## src/rtl/ysyx_25040105_ifu_pkg.sv

```systemverilog
// Shared types and constants for the prefetching instruction fetch unit.
package ysyx_25040105_ifu_pkg;
    localparam int          XLEN_DEF     = 32;
    localparam logic [31:0] RESET_PC_DEF = 32'h8000_0000;
    localparam int          INST_W       = 32;
    localparam logic [31:0] PC_STEP      = 32'd4;

    typedef struct packed {
        logic [XLEN_DEF-1:0] pc;
        logic [INST_W-1:0]   inst;
    } ifu_entry_t;
endpackage

```

## src/rtl/ysyx_25040105_ifu_fifo.sv

```systemverilog
// Synchronous instruction buffer; flush wins over push/pop, and a push into
// a full buffer is accepted when a pop happens in the same cycle.
module ysyx_25040105_ifu_fifo
    import ysyx_25040105_ifu_pkg::*;
#(
    parameter int  DEPTH   = 4,
    parameter type entry_t = ifu_entry_t,
    localparam int AW      = $clog2(DEPTH),
    localparam int CW      = AW + 1
) (
    input  logic          clk,
    input  logic          rst,
    input  logic          push,
    input  logic          pop,
    input  logic          flush,
    input  entry_t        wdata,
    output entry_t        rdata,
    output logic          full,
    output logic          empty,
    output logic [CW-1:0] count
);
    entry_t          mem_r [DEPTH];
    logic [AW-1:0]   rd_ptr_r;
    logic [AW-1:0]   wr_ptr_r;
    logic [CW-1:0]   count_r;
    logic            do_push_s;
    logic            do_pop_s;

    assign empty     = (count_r == CW'(0));
    assign full      = (count_r == CW'(DEPTH));
    assign count     = count_r;
    assign rdata     = mem_r[rd_ptr_r];
    assign do_pop_s  = pop && !empty;
    assign do_push_s = push && (!full || do_pop_s);

    // Pointer and occupancy update.
    always_ff @(posedge clk) begin
        if (rst || flush) begin
            rd_ptr_r <= AW'(0);
            wr_ptr_r <= AW'(0);
            count_r  <= CW'(0);
        end else begin
            if (do_push_s) wr_ptr_r <= wr_ptr_r + AW'(1);
            if (do_pop_s)  rd_ptr_r <= rd_ptr_r + AW'(1);
            count_r <= count_r + CW'(do_push_s) - CW'(do_pop_s);
        end
    end

    // Entry storage.
    always_ff @(posedge clk) begin
        if (do_push_s && !flush && !rst) mem_r[wr_ptr_r] <= wdata;
    end
endmodule

```

## src/rtl/ysyx_25040105_ifu_prefetch_chk.sv

```systemverilog
// Invariant checker for the prefetch IFU credit and drop bookkeeping.
module ysyx_25040105_ifu_prefetch_chk #(
    parameter int DEPTH = 4,
    parameter int CW    = 3
) (
    input logic          clk,
    input logic          rst,
    input logic          mem_rsp_valid,
    input logic [CW-1:0] out_cnt,
    input logic [CW-1:0] drop_cnt,
    input logic [CW-1:0] fifo_cnt
);
    a_credit: assert property (@(posedge clk) disable iff (rst)
        (({1'b0, out_cnt} + {1'b0, fifo_cnt}) <= (CW+1)'(DEPTH)));

    a_drop: assert property (@(posedge clk) disable iff (rst)
        (drop_cnt <= out_cnt));

    a_rsp: assert property (@(posedge clk) disable iff (rst)
        !(mem_rsp_valid && (out_cnt == CW'(0))));
endmodule

```

## src/rtl/ysyx_25040105_ifu_prefetch.sv

```systemverilog
// Prefetching IFU: credit-limited request issue, in-order response buffering,
// redirect flush with stale-response dropping. Option: IFU_RSP_BYPASS_EN.
module ysyx_25040105_ifu_prefetch
    import ysyx_25040105_ifu_pkg::*;
#(
    parameter int              XLEN       = XLEN_DEF,
    parameter logic [XLEN-1:0] RESET_PC   = XLEN'(RESET_PC_DEF),
    parameter int              FIFO_DEPTH = 4
) (
    input  logic            clk,
    input  logic            rst,
    input  logic            redirect_valid,
    input  logic [XLEN-1:0] redirect_pc,
    output logic            mem_req_valid,
    output logic [XLEN-1:0] mem_req_addr,
    input  logic            mem_req_ready,
    input  logic            mem_rsp_valid,
    input  logic [31:0]     mem_rsp_data,
    output logic            inst_valid,
    output logic [XLEN-1:0] inst_pc,
    output logic [31:0]     inst,
    input  logic            inst_ready
);
    localparam int          CW        = $clog2(FIFO_DEPTH) + 1;
    localparam logic [CW:0] DEPTH_OCC = (CW+1)'(FIFO_DEPTH);

    logic [XLEN-1:0] fetch_pc_r;
    logic [XLEN-1:0] rsp_pc_r;
    logic [CW-1:0]   out_cnt_r;
    logic [CW-1:0]   drop_cnt_r;
    logic [CW-1:0]   fifo_cnt_s;
    logic [CW-1:0]   rsp_dec_s;
    logic            fifo_empty_s;
    logic            fifo_full_s;
    logic            req_fire_s;
    logic            keep_s;
    logic            push_s;
    logic            pop_s;
    logic            take_byp_s;
    ifu_entry_t      wr_entry_s;
    ifu_entry_t      head_s;

    // Buffered entries count against the request credit so a push can never overflow.
    assign mem_req_valid = !rst && !redirect_valid &&
                           (({1'b0, out_cnt_r} + {1'b0, fifo_cnt_s}) < DEPTH_OCC);
    assign mem_req_addr  = fetch_pc_r;
    assign req_fire_s    = mem_req_valid && mem_req_ready;
    assign rsp_dec_s     = CW'(mem_rsp_valid);
    assign keep_s        = mem_rsp_valid && (drop_cnt_r == CW'(0)) && !redirect_valid;
    assign push_s        = keep_s && !take_byp_s;
    assign pop_s         = !fifo_empty_s && inst_ready && !redirect_valid;

    // Decode-side presentation and FIFO write entry.
    always_comb begin
        wr_entry_s      = '{pc: XLEN_DEF'(rsp_pc_r), inst: mem_rsp_data};
        take_byp_s      = 1'b0;
`ifdef IFU_RSP_BYPASS_EN
        if (fifo_empty_s && keep_s) begin
            inst_valid = 1'b1;
            inst_pc    = rsp_pc_r;
            inst       = mem_rsp_data;
            take_byp_s = inst_ready;
        end else begin
            inst_valid = !fifo_empty_s && !redirect_valid;
            inst_pc    = XLEN'(head_s.pc);
            inst       = head_s.inst;
        end
`else
        inst_valid = !fifo_empty_s && !redirect_valid;
        inst_pc    = XLEN'(head_s.pc);
        inst       = head_s.inst;
`endif
    end

    // Fetch/response PCs and outstanding/drop bookkeeping.
    always_ff @(posedge clk) begin
        if (rst) begin
            fetch_pc_r <= RESET_PC;
            rsp_pc_r   <= RESET_PC;
            out_cnt_r  <= CW'(0);
            drop_cnt_r <= CW'(0);
        end else if (redirect_valid) begin
            fetch_pc_r <= {redirect_pc[XLEN-1:2], 2'b00};
            rsp_pc_r   <= {redirect_pc[XLEN-1:2], 2'b00};
            out_cnt_r  <= out_cnt_r - rsp_dec_s;
            drop_cnt_r <= out_cnt_r - rsp_dec_s;
        end else begin
            if (req_fire_s) fetch_pc_r <= fetch_pc_r + XLEN'(PC_STEP);
            out_cnt_r <= out_cnt_r + CW'(req_fire_s) - rsp_dec_s;
            if (mem_rsp_valid) begin
                if (drop_cnt_r != CW'(0)) drop_cnt_r <= drop_cnt_r - CW'(1);
                else rsp_pc_r <= rsp_pc_r + XLEN'(PC_STEP);
            end
        end
    end

    ysyx_25040105_ifu_fifo #(
        .DEPTH   (FIFO_DEPTH),
        .entry_t (ifu_entry_t)
    ) u_fifo (
        .clk   (clk),
        .rst   (rst),
        .push  (push_s),
        .pop   (pop_s),
        .flush (redirect_valid),
        .wdata (wr_entry_s),
        .rdata (head_s),
        .full  (fifo_full_s),
        .empty (fifo_empty_s),
        .count (fifo_cnt_s)
    );

    ysyx_25040105_ifu_prefetch_chk #(
        .DEPTH (FIFO_DEPTH),
        .CW    (CW)
    ) u_chk (
        .clk           (clk),
        .rst           (rst),
        .mem_rsp_valid (mem_rsp_valid),
        .out_cnt       (out_cnt_r),
        .drop_cnt      (drop_cnt_r),
        .fifo_cnt      (fifo_cnt_s)
    );

    logic unused_s;
    assign unused_s = fifo_full_s;
endmodule

```

## config.mk

```make
export PLATFORM = sky130hd
export DESIGN_NAME = ysyx_25040105_ifu_prefetch
export DESIGN_NICKNAME = d
export VERILOG_FILES = /design/src/rtl/ysyx_25040105_ifu_pkg.sv /design/src/rtl/ysyx_25040105_ifu_fifo.sv /design/src/rtl/ysyx_25040105_ifu_prefetch_chk.sv /design/src/rtl/ysyx_25040105_ifu_prefetch.sv
export SDC_FILE = /design/constraint.sdc
export NUM_CORES = 1
export LEC_CHECK = 0
export CORE_UTILIZATION = 50
export DETAILED_ROUTE_END_ITERATION = 7
export HOLD_SLACK_MARGIN = 0.06
export PLACE_DENSITY = 0.75
export SYNTH_ARGS = -nofsm -noshare
export SYNTH_HDL_FRONTEND = slang
export SYNTH_SLANG_ARGS = --single-unit
export TNS_END_PERCENT = 50
```

## constraint.sdc

```tcl
create_clock -name clk -period 10.25 [get_ports clk]
set_clock_uncertainty 0.15 [all_clocks]
set_input_delay 2.05 -clock clk [delete_from_list [all_inputs] [get_ports clk]]
set_output_delay 2.05 -clock clk [all_outputs]
set_load 0.05 [all_outputs]
```

# ---- Word-level counts from Yosys, hierarchy flattened
# Memory sizes are Yosys's and may differ from the RTL's. A register that Yosys moved wholly into a read port is not among the register bits.
# Cells that the tools add are included.
dict set report totals {
  register_bits 77
  latch_bits 0
  ramBits 256
  rom_bits 0
  in_bits 70
  output_inout_bits 98
  elab_cells 66
  mem_count 1
}
dict set report op_classes {
  n_addsub 11
  multipliers 0
  n_div 0
  n_lt_le_gt_ge 1
  n_eq_ne 2
  shift 0
  n_mux 13
  bitwise 1
  n_reduce_logical 28
}
# memory depth word_bits read_ports rd_clocked_by_memory_dff wr line_no
set mem_list {}
lappend mem_list {u_fifo.mem_r 4 64 1 1 1 ysyx_25040105_ifu_fifo.sv:22} ;# entry_t mem_r [DEPTH];
# op count
set op_table {}
lappend op_table {{two-way mux 32 bit} 5}
lappend op_table {{adder 32 x 3 -> 32 bit (second input constant)} 2}
lappend op_table {{logical AND 1 bit} 12}
lappend op_table {{two-way mux 3 bit} 4}
lappend op_table {{subtractor 3 x 1 -> 3 bit} 3}
lappend op_table {{adder 3 x 1 -> 3 bit} 2}
lappend op_table {{logical NOT 3 bit} 2}
lappend op_table {{AND reduction 2 bit} 3}
lappend op_table {{nonzero test 2 bit} 3}
lappend op_table {{adder 2 x 1 -> 2 bit (second input constant)} 2}
lappend op_table {{adder 3 x 3 -> 4 bit} 1}
lappend op_table {{logical NOT 1 bit} 4}
lappend op_table {{less-than comparator 4 x 3 -> 1 bit (second input constant)} 1}
lappend op_table {{two-way mux 2 bit} 2}
lappend op_table {{== test 3 bit (second input constant)} 1}
lappend op_table {{nonzero test 3 bit} 1}
lappend op_table {{subtractor 3 x 1 -> 3 bit (second input constant)} 1}
lappend op_table {{logical OR 1 bit} 2}
lappend op_table {{two-way mux 1 bit} 2}
lappend op_table {{inequality test 2 bit (second input constant)} 1}
lappend op_table {{OR reduction 2 bit} 1}
lappend op_table {{inverter 1 bit} 1}

# ---- Depth between registers and ports, before layout
# Gate-level depths: netlist of the first run.
dict set report logic_depth {
  ltp_word 11
  ltp_mapped 13
  depth_no_buf 12
}

# ---- Cells and area by module
# Synthesis of the first run repeated with hierarchy kept, for this count alone.
dict set report hier_totals {
  cells_unflattened 846
  hier_area_um2 13591.8
}
# module instances cells_per_inst area_each_um2 seq_area_each_um2
set by_module_without_submodules {}
lappend by_module_without_submodules {ysyx_25040105_ifu_fifo 1 381 9785.6 7867.5}
lappend by_module_without_submodules {ysyx_25040105_ifu_prefetch 1 465 3806.2 1321.3}

# ---- Worst setup path after synthesis of the first run
# Ideal clock, no wire load.
dict set report synth_timing {
  path_type {input -> output}
  startpoint {input port redirect_valid}
  endpoint {output port mem_req_valid}
  t_arrival_ns 3.654
  required_ns 8.050
  slack_ns 4.396
  stages 3
  path_buffers 1
  cell_sequence {or2_2 clkbuf_1 nor3_1}
}
dict set report synth_between {
  elab_chain_len 3
}
# element line_no
set synth_rtl {}
lappend synth_rtl {{from (decl)} ysyx_25040105_ifu_prefetch.sv:12} ;# input logic redirect_valid,
lappend synth_rtl {{logical NOT 1 bit} ysyx_25040105_ifu_prefetch.sv:44} ;# assign mem_req_valid = !rst && !redirect_valid &&
lappend synth_rtl {{logical AND 1 bit (2 in series)} ysyx_25040105_ifu_prefetch.sv:44}
lappend synth_rtl {{to (decl)} ysyx_25040105_ifu_prefetch.sv:14} ;# output logic mem_req_valid,
# Every way passes these cells.

# ---- Worst setup path in the final report of the first run
# Same ends and word-level chain as after synthesis.

==> run_results.csv, run 1 <==
group,metric,value,unit
floorplanning,io_pins,168,
worst_setup_path,cp_max_fo,48,
clock_network,cts_tree,"built",
global_routing,grt_antenna_before_repair,0,
worst_setup_path,crit_arrival,4.36,ns
drt,routed_via_density,5.69,
worst_setup_path,rrSetupSlack,6.42,ns
sta,fin_crit,6.56,ns
sta,relSlewSlack,35.1,%
synthesis,yosysTopAreaCell,"edfxtp_1",
sta,setup_viol,0,
finish,fillCellCount,1842,
finish,area_delta_synth_final,22.7,%
sta,worst_pin_slew,0.974,ns
worst_setup_path,slowest_stage,"clkdlybuf4s50_1",
synthesis,syn_inst,843,
synthesis,synth_top_area_share,56.8,%
worst_setup_path,worstPathCellList,"clkdlybuf4s50_1, buf_4, or2_2, nor3_1, clkdlybuf4s50_1",
drt,wirelength,26.6,mm
synthesis,async_reset_ff_share,0,%
drt,num_vias,7730,
synthesis,ys_types,54,
floorplanning,design.die.area,26900,um2
clock_network,clkLatencyLatePin,0.50,ns
clock_network,htree_levels,2,
power,cellPowerDensity,179,nW/um2
sta,period_share,64.0,%
drt,wl_per_cell,19.6,um
worst_setup_path,worstSetupPathType,"input pin to output port",
clock_network,post-cts-setup-buffers,0,
power,ir_drop,120,uV
synthesis,syn_area_per_cell,15.6,um2
worst_setup_path,cp_common_cell,"clkdlybuf4s50_1",
sta,holdWs,0.375,ns
synthesis,synthesis.area,13100,um2
global_routing,grt_pass1_vias,7664,
worst_setup_path,endpoint_kind,"output port",
finish,num-nets-final,1091,
floorplanning,die_h,164,um
clock_network,cts.sinks,323,
floorplanning,die_w,164,um
clock_network,cts-resized-gates,0,
drt,dr.pass1.iters,5,
sta,tns,0,ns
global_routing,track_usage,20.5,%
clock_network,numCtsBuffers,34,
finish,post-route-util,63.2,%
outcome,status,"finished, final reports clean",
global_routing,gr-total-overflow,0,
clock_network,hold_buffers,0,
finish,final_cell_mix,"edfxtp_1 (248), clkdlybuf4s50_1 (160), dfxtp_1 (73)",
sta,finalHoldViolations,0,
drt,route.detailed.drc,0,
clock_network,clock-root-buffer,"clkbuf_16",
floorplanning,core-area,25500,um2
synthesis,synth.area.top_cells,"edfxtp_1 (57%), dfxtp_1 (11%), mux4_2 (11%), xnor2_1 (1.9%), ha_1 (1.5%)",
sta,slew_violations,0,
finish,final_common_cell,"edfxtp_1",
global_routing,grt_pass1_wl,42.0,mm
power,p_leak,5.21,nW
placed_design,portBuffers,161,
floorplanning,initial_core_util,51.5,%
run,cap_viol_max_count,0,
synthesis,synth_warnings,0,
drt,ant_nets,0,
sta,rsz0062_at_grt,"false",
global_routing,grt_max_degree,63,
finish,num_antenna_cells,0,
synthesis,ys_ff_latch,323,
clock_network,cts.clk_slew.worst_paths,0.06,ns
worst_hold_path,hold_class,"flip-flop to flip-flop",
sta,max_freq,0.152,GHz
synthesis,ys.flop_type,"edfxtp_1",
clock_network,clk_path_buf_depth,3,
synthesis,seq_area_frac_synth,68.2,%
floorplanning,rows,58,
worst_setup_path,cp.required,8.05,ns
finish,drive_gt1_share,12.1,%
placed_design,place_hpwl,16.2,mm
drt,drt_iter0_markers,514,
placed_design,gp_congestion,0.816,
worst_setup_path,crit_path_start_kind,"input pin",
synthesis,synth_edf_count,248,
worst_setup_path,max_stage_delay,0.86,ns
critical path: cells and delay by family:
family,cells,cell delay [ns]
AND/OR/NAND/NOR,2,0.75
buffers and inverters,3,1.54
state kept, by name, summed over array words and instances (netlist names), named ones only:
name	flops
u_fifo.wr_ptr_r	2
u_fifo.count	3
u_fifo.mem_r	248
u_fifo.rd_ptr_r	2
rsp_pc_r	30
mem_req_addr	30
drop_cnt_r	3
out_cnt_r	3
through the flow:
step | power, W | std cells | setup slack [ns] | instance area, um2
6_report | 0.00289 | 1359 | 3.69 | 16100
4_1_cts | 0.00291 | 1359 | 3.70 | 16100
3_3_place_gp | 0.00173 | 1297 | 3.70 | 15000
5_1_grt | 0.00299 | 1359 | 3.61 | 16100
3_5_place_dp | 0.00173 | 1297 | 3.72 | 15000
2_1_floorplan | 0.00164 | 846 | 4.40 | 13100
kinds of logic (layout without fill, tap and decap cells):
kind of cell	count (synthesis)	in the layout	share of synthesized area [%]
flops	323	323	68.2
simple gates	198	198	8.15
compound gates	119	119	5.69
buf+inv	77	260	2.40
mux	64	64	10.8
xor+xnor	43	43	2.87
fa+ha+maj	18	18	1.83
other cells	1	4	0.0286
cells in the mapped netlist, types with 15 or more instances:
cell type,number
edfxtp_1,248
dfxtp_1,75
mux4_2,62
nand2_1,45
a21oi_1,35
nor2_1,35
inv_1,31
xnor2_1,28
clkbuf_1,26
nor3_1,26
nand4_1,22
o21ai_0,20
nand3_1,18
a21boi_0,16
a31oi_1,16
ha_1,16
xor2_1,15
path summary, 6_finish.rpt:
kind                            from             to  cells past startpoint
setup / recovery      redirect_valid  mem_req_valid                      5
setup reg to reg        out_cnt_r[2]   out_cnt_r[2]                     12
hold reg to reg   u_fifo.rd_ptr_r[1]      flip-flop                      2
hold / removal    u_fifo.rd_ptr_r[1]      flip-flop                      2
power breakdown:
| group | internal (W) | switching (W) | total, W |
|---|---|---|---|
| Sequential | 0.00144 | 0.0000339 | 0.00147 |
| Combinational | 0.0000932 | 0.000139 | 0.000232 |
| Clock | 0.000707 | 0.000473 | 0.00118 |
area by class of cell:
type | instances | area (um2) | share of cell area, %
flip-flops and latches | 323 | 8960 | 55.7
clock buffers | 46 | 960 | 5.96
inverters | 32 | 120 | 0.747
well taps | 330 | 413 | 2.57
clock inverters | 16 | 124 | 0.770
repair buffers | 166 | 1640 | 10.2
multi-input cells | 446 | 3870 | 24.1
metal layers:
metal  share of wire (%)  wire length, um  vias up  global-route usage (%)
met5                   0                0        -                       0
met4                 1.9              508        0                    6.06
met3                 6.4             1700       44                    3.54
met2                  46            12200      280                    32.2
met1                  46            12200     3814                    29.4
li1                    -                -     3592                       -
Power figures use the tool's default switching activity.
==> inputs of run 2 (changes only) <==
PLACE_DENSITY = 0.78   (was 0.75)
clock period = 5.9 ns   (was 10.25 ns; I/O delays follow)
==> run 2 against run 1 <==
Flip-flop and latch count did not move; largest cell class unchanged; critical path depth fell by 1; cell area did not move; via count rose by 0.50%; final cell count rose by 0.22%; worst setup slack got worse by 2.3 ns; wire length rose by 0.44%; clock-buffer cell count did not move; highest routed layer unchanged; combinational power rose by 75%; register-to-register slack got worse by 3.8 ns; sequential power rose by 74%.
==> run_results.csv, run 2 (synthesis gave the netlist of run 1 again) <==
group,metric,value,unit
outcome,status,"finished, final reports clean",
finish,fillCellCount,1824,
drt,drt_iter0_markers,556,
global_routing,track_usage,20.3,%
sta,fin_crit,4.48,ns
finish,stdcell_area,16100,um2
finish,num-nets-final,1094,
sta,tns,0,ns
global_routing,grt_max_degree,63,
clock_network,post-cts-setup-buffers,0,
floorplanning,core-area,25500,um2
worst_setup_path,crit_path_start_kind,"input pin",
sta,slew_violations,0,
worst_setup_path,cpLargestDelayFamily,"buffers and inverters",
drt,wirelength,26.7,mm
finish,final_common_cell,"edfxtp_1",
worst_setup_path,slowest_stage,"clkdlybuf4s50_1",
drt,wl_per_cell,19.6,um
floorplanning,die_h,164,um
finish,area_delta_synth_final,22.7,%
floorplanning,die_w,164,um
finish,regMostFlops,"u_fifo.mem_r",
finish,drive_gt1_share,12.4,%
clock_network,htree_levels,2,
finish,regArea,8950,um2
worst_setup_path,worstPathCellList,"clkdlybuf4s50_1, or2_2, nor3_1, clkdlybuf4s50_1",
sta,period_share,75.9,%
clock_network,cts-resized-gates,0,
sta,worst_pin_slew,0.995,ns
worst_setup_path,cp_max_fo,13,
clock_network,cts.clk_slew.worst_paths,0.06,ns
clock_network,clkLatencyLatePin,0.50,ns
worst_setup_path,max_stage_delay,0.86,ns
power,p_leak,5.20,nW
sta,finalHoldViolations,0,
drt,dr.pass1.iters,6,
placed_design,post_dp_cell_area,15000,um2
power,cellPowerDensity,308,nW/um2
drt,ant_nets,0,
worst_setup_path,cp_common_cell,"clkdlybuf4s50_1",
drt,routed_via_density,5.70,
floorplanning,design.die.area,26900,um2
sta,max_freq,0.223,GHz
floorplanning,rows,58,
worst_hold_path,hold_class,"flip-flop to flip-flop",
global_routing,grt_pass1_vias,7695,
sta,relSlewSlack,33.7,%
finish,final_cell_mix,"edfxtp_1 (248), clkdlybuf4s50_1 (160), dfxtp_1 (73)",
finish,num_antenna_cells,0,
global_routing,grt_pass1_wl,41.8,mm
floorplanning,io_pins,168,
worst_setup_path,worstSetupPathType,"input pin to output port",
clock_network,clock-root-buffer,"clkbuf_16",
finish,largest_reg_flops,248,
worst_setup_path,endpoint_kind,"output port",
finish,post-route-util,63.2,%
worst_setup_path,cp.required,4.57,ns
sta,timing.final.ws_setup,1.42,ns
power,ir_drop,246,uV
placed_design,place_hpwl,16.2,mm
worst_setup_path,cp_num_buf_inv,2,
finish,multi_input_area,3870,um2
placed_design,gp_congestion,0.860,
sta,setup_viol,0,
clock_network,numCtsBuffers,34,
drt,num_vias,7769,
clock_network,cts_tree,"built",
drt,route.detailed.drc,0,
placed_design,portBuffers,161,
worst_setup_path,crit_arrival,3.15,ns
global_routing,gr-total-overflow,0,
clock_network,hold_buffers,0,
run,cap_viol_max_count,0,
placed_design,pre_cts_slack,1.45,ns
floorplanning,initial_core_util,51.5,%
sta,rsz0062_at_grt,"false",
global_routing,grt_antenna_before_repair,0,
clock_network,cts.sinks,323,
clock_network,clk_path_buf_depth,3,
[run 2: cell types whose count changed in the layout (fill, tap and decap cells not counted), moves of 2 or more]
cell,change
clkinv_8,+2
clkinvlp_4,+2
clkbuf_16,-2
buf_4,+2
[run 2: per-stage QoR]
stage	hold WS (ns)	power (W)	std cells
detailed placement	0.374	0.00301	1300
finish	0.393	0.00496	1362
global route	0.403	0.00513	1362
CTS	0.393	0.00501	1362
global placement	0.357	0.00300	1300
floorplan	0.331	0.00285	846
[run 2: path summary, 6_finish.rpt]
kind	start	cells after the start	endpoint	slack [ns]
max	redirect_valid	4	mem_req_valid	1.42
min	rsp_pc_r[30]	0	u_fifo.mem_r[0][62]	0.39
max reg2reg	out_cnt_r[2]	12	out_cnt_r[2]	2.58
min reg2reg	rsp_pc_r[30]	0	u_fifo.mem_r[0][62]	0.39
[run 2: cell type report]
class | instances | share of cell area [%]
well taps | 330 | 2.57
clock buffers | 46 | 5.76
inverters | 32 | 0.747
repair buffers | 169 | 10.4
multi-input cells | 446 | 24.1
clock inverters | 16 | 0.770
flip-flops and latches | 323 | 55.6
[run 2: power breakdown]
| group | switching [W] | leakage (nW) | internal (W) |
|---|---|---|---|
| clock network | 0.000837 | 0.505 | 0.00115 |
| logic | 0.000242 | 1.82 | 0.000163 |
| registers | 0.0000594 | 2.87 | 0.00250 |
| total | 0.00114 | 5.20 | 0.00382 |
[run 2: per-layer routing]
metal / part of all wire (%) / global-route usage (%) / up-vias / wire, um
met2: 48 / 33.2 / 300 / 12800
li1: - / - / 3602 / -
met4: 1.3 / 5.13 / 0 / 358
met3: 7.1 / 3.79 / 31 / 1890
met5: 0 / 0 / - / 0
met1: 44 / 28.2 / 3836 / 11700
==> inputs of run 3 (changes only) <==
clock period = 3.8 ns   (was 5.9 ns; I/O delays follow)
==> run 3 against run 2 <==
Clock-buffer cell count down 2; sequential power up 55%; non-clock buffer count up 16; wire length down 0.46%; via count up 0.81%; flip-flop and latch count unchanged.
==> run_results.csv, run 3 (synthesis gave the netlist of run 1 again) <==
group,metric,value,unit
clock_network,numCtsBuffers,34,
drt,dr.pass1.iters,5,
clock_network,hold_buffers,0,
drt,ant_nets,0,
clock_network,cts-resized-gates,0,
worst_setup_path,max_stage_delay,0.72,ns
finish,fillCellCount,1785,
worst_setup_path,endpoint_kind,"output port",
floorplanning,design.die.area,26900,um2
sta,holdWs,0.388,ns
global_routing,gr-total-overflow,0,
finish,largest_reg_flops,248,
sta,tns,0,ns
global_routing,grt_antenna_before_repair,0,
floorplanning,initial_core_util,51.5,%
finish,drive_gt1_share,13.7,%
worst_hold_path,hold_class,"flip-flop to flip-flop",
floorplanning,io_pins,168,
drt,routed_via_density,5.69,
drt,wl_per_cell,19.3,um
sta,worst_pin_slew,0.988,ns
clock_network,cts.sinks,323,
worst_setup_path,worstSetupPathType,"flip-flop to output port",
floorplanning,die_w,164,um
floorplanning,core-area,25500,um2
drt,route.detailed.drc,0,
power,p_leak,5.32,nW
worst_setup_path,cp.depth,3,
finish,regMostFlops,"u_fifo.mem_r",
worst_setup_path,crit_path_start_kind,"flip-flop",
sta,rsz0062_at_grt,"false",
finish,regArea,8950,um2
worst_setup_path,cp_max_fo,27,
clock_network,post-cts-setup-buffers,0,
global_routing,track_usage,20.2,%
outcome,status,"finished, final reports clean",
run,cap_viol_max_count,0,
clock_network,clock-root-buffer,"clkbuf_16",
floorplanning,rows,58,
finish,post-route-util,64.2,%
clock_network,cts.clk_slew.worst_paths,0.06,ns
sta,fin_crit,3.61,ns
finish,area_delta_synth_final,24.6,%
sta,period_share,95.0,%
worst_hold_path,hold_depth,0,
power,ir_drop,417,uV
finish,final_common_cell,"edfxtp_1",
worst_setup_path,crit_arrival,2.70,ns
drt,num_vias,7832,
sta,finalHoldViolations,0,
clock_network,clk_path_buf_depth,3,
worst_setup_path,slowest_stage,"clkdlybuf4s50_1",
global_routing,grt_pass1_wl,41.2,mm
global_routing,grt_pass1_vias,7577,
placed_design,place_hpwl,17.3,mm
finish,final_cell_mix,"edfxtp_1 (248), clkdlybuf4s50_1 (158), dfxtp_1 (73)",
worst_setup_path,worstPathCellList,"buf_12, mux4_2, clkdlybuf4s50_1",
sta,slew_violations,0,
floorplanning,die_h,164,um
clock_network,htree_levels,2,
finish,num_antenna_cells,0,
drt,drt_iter0_markers,522,
finish,multi_input_area,3870,um2
placed_design,portBuffers,161,
placed_design,gp_congestion,0.864,
sta,relSlewSlack,33.6,%
clock_network,clkLatencyLatePin,0.51,ns
worst_setup_path,cpLargestDelayFamily,"buffers and inverters",
clock_network,cts_tree,"built",
sta,max_freq,0.277,GHz
drt,wirelength,26.6,mm
worst_setup_path,rr_worst_depth,12,
finish,num-nets-final,1110,
worst_setup_path,cp_num_buf_inv,2,
power,cellPowerDensity,472,nW/um2
worst_setup_path,cp.required,2.89,ns
global_routing,grt_max_degree,63,
sta,setup_viol,0,
==> run 3: worst paths after layout <==
check | startpoint | slack [ns] | endpoint
worst max-delay path | flip-flop | 0.19 | inst[25]
worst min-delay path | rsp_pc_r[20] | 0.39 | u_fifo.mem_r[0][52]
worst max register to register | out_cnt_r[2] | 0.68 | out_cnt_r[2]
worst min register to register | rsp_pc_r[20] | 0.39 | u_fifo.mem_r[0][52]
==> run 3: final cells by class <==
type                            instances  share of cell area [%]
Timing Repair Buffer                  185                    11.9
Clock inverter                         16                   0.796
Multi-Input combinational cell        446                    23.7
Sequential cell                       323                    54.8
Clock buffer                           44                    5.57
Inverter                               32                   0.735
Tap cell                              330                    2.53
==> run 3: through the flow <==
step,setup WS [ns],instances,cell area (um2),total power [W]
after floorplan,0.344,846,13100,0.00442
after global placement,0.205,1316,15300,0.00468
after detailed placement,0.173,1316,15300,0.00469
after CTS,0.116,1376,16300,0.00778
after global routing,0.0428,1376,16300,0.00797
final,0.191,1376,16300,0.00771
==> run 3: routing by layer <==
layer | share of wire (%) | GRT usage, %
met5 | 0 | 0
met4 | 1.8 | 5.35
met3 | 7.2 | 3.96
met2 | 47 | 32.0
met1 | 44 | 28.7
==> run 3: report_power, final <==
| part | switching [W] | internal, W |
|---|---|---|
| Clock | 0.00127 | 0.00183 |
| Sequential | 0.0000908 | 0.00389 |
| Combinational | 0.000380 | 0.000265 |
| Total | 0.00174 | 0.00598 |
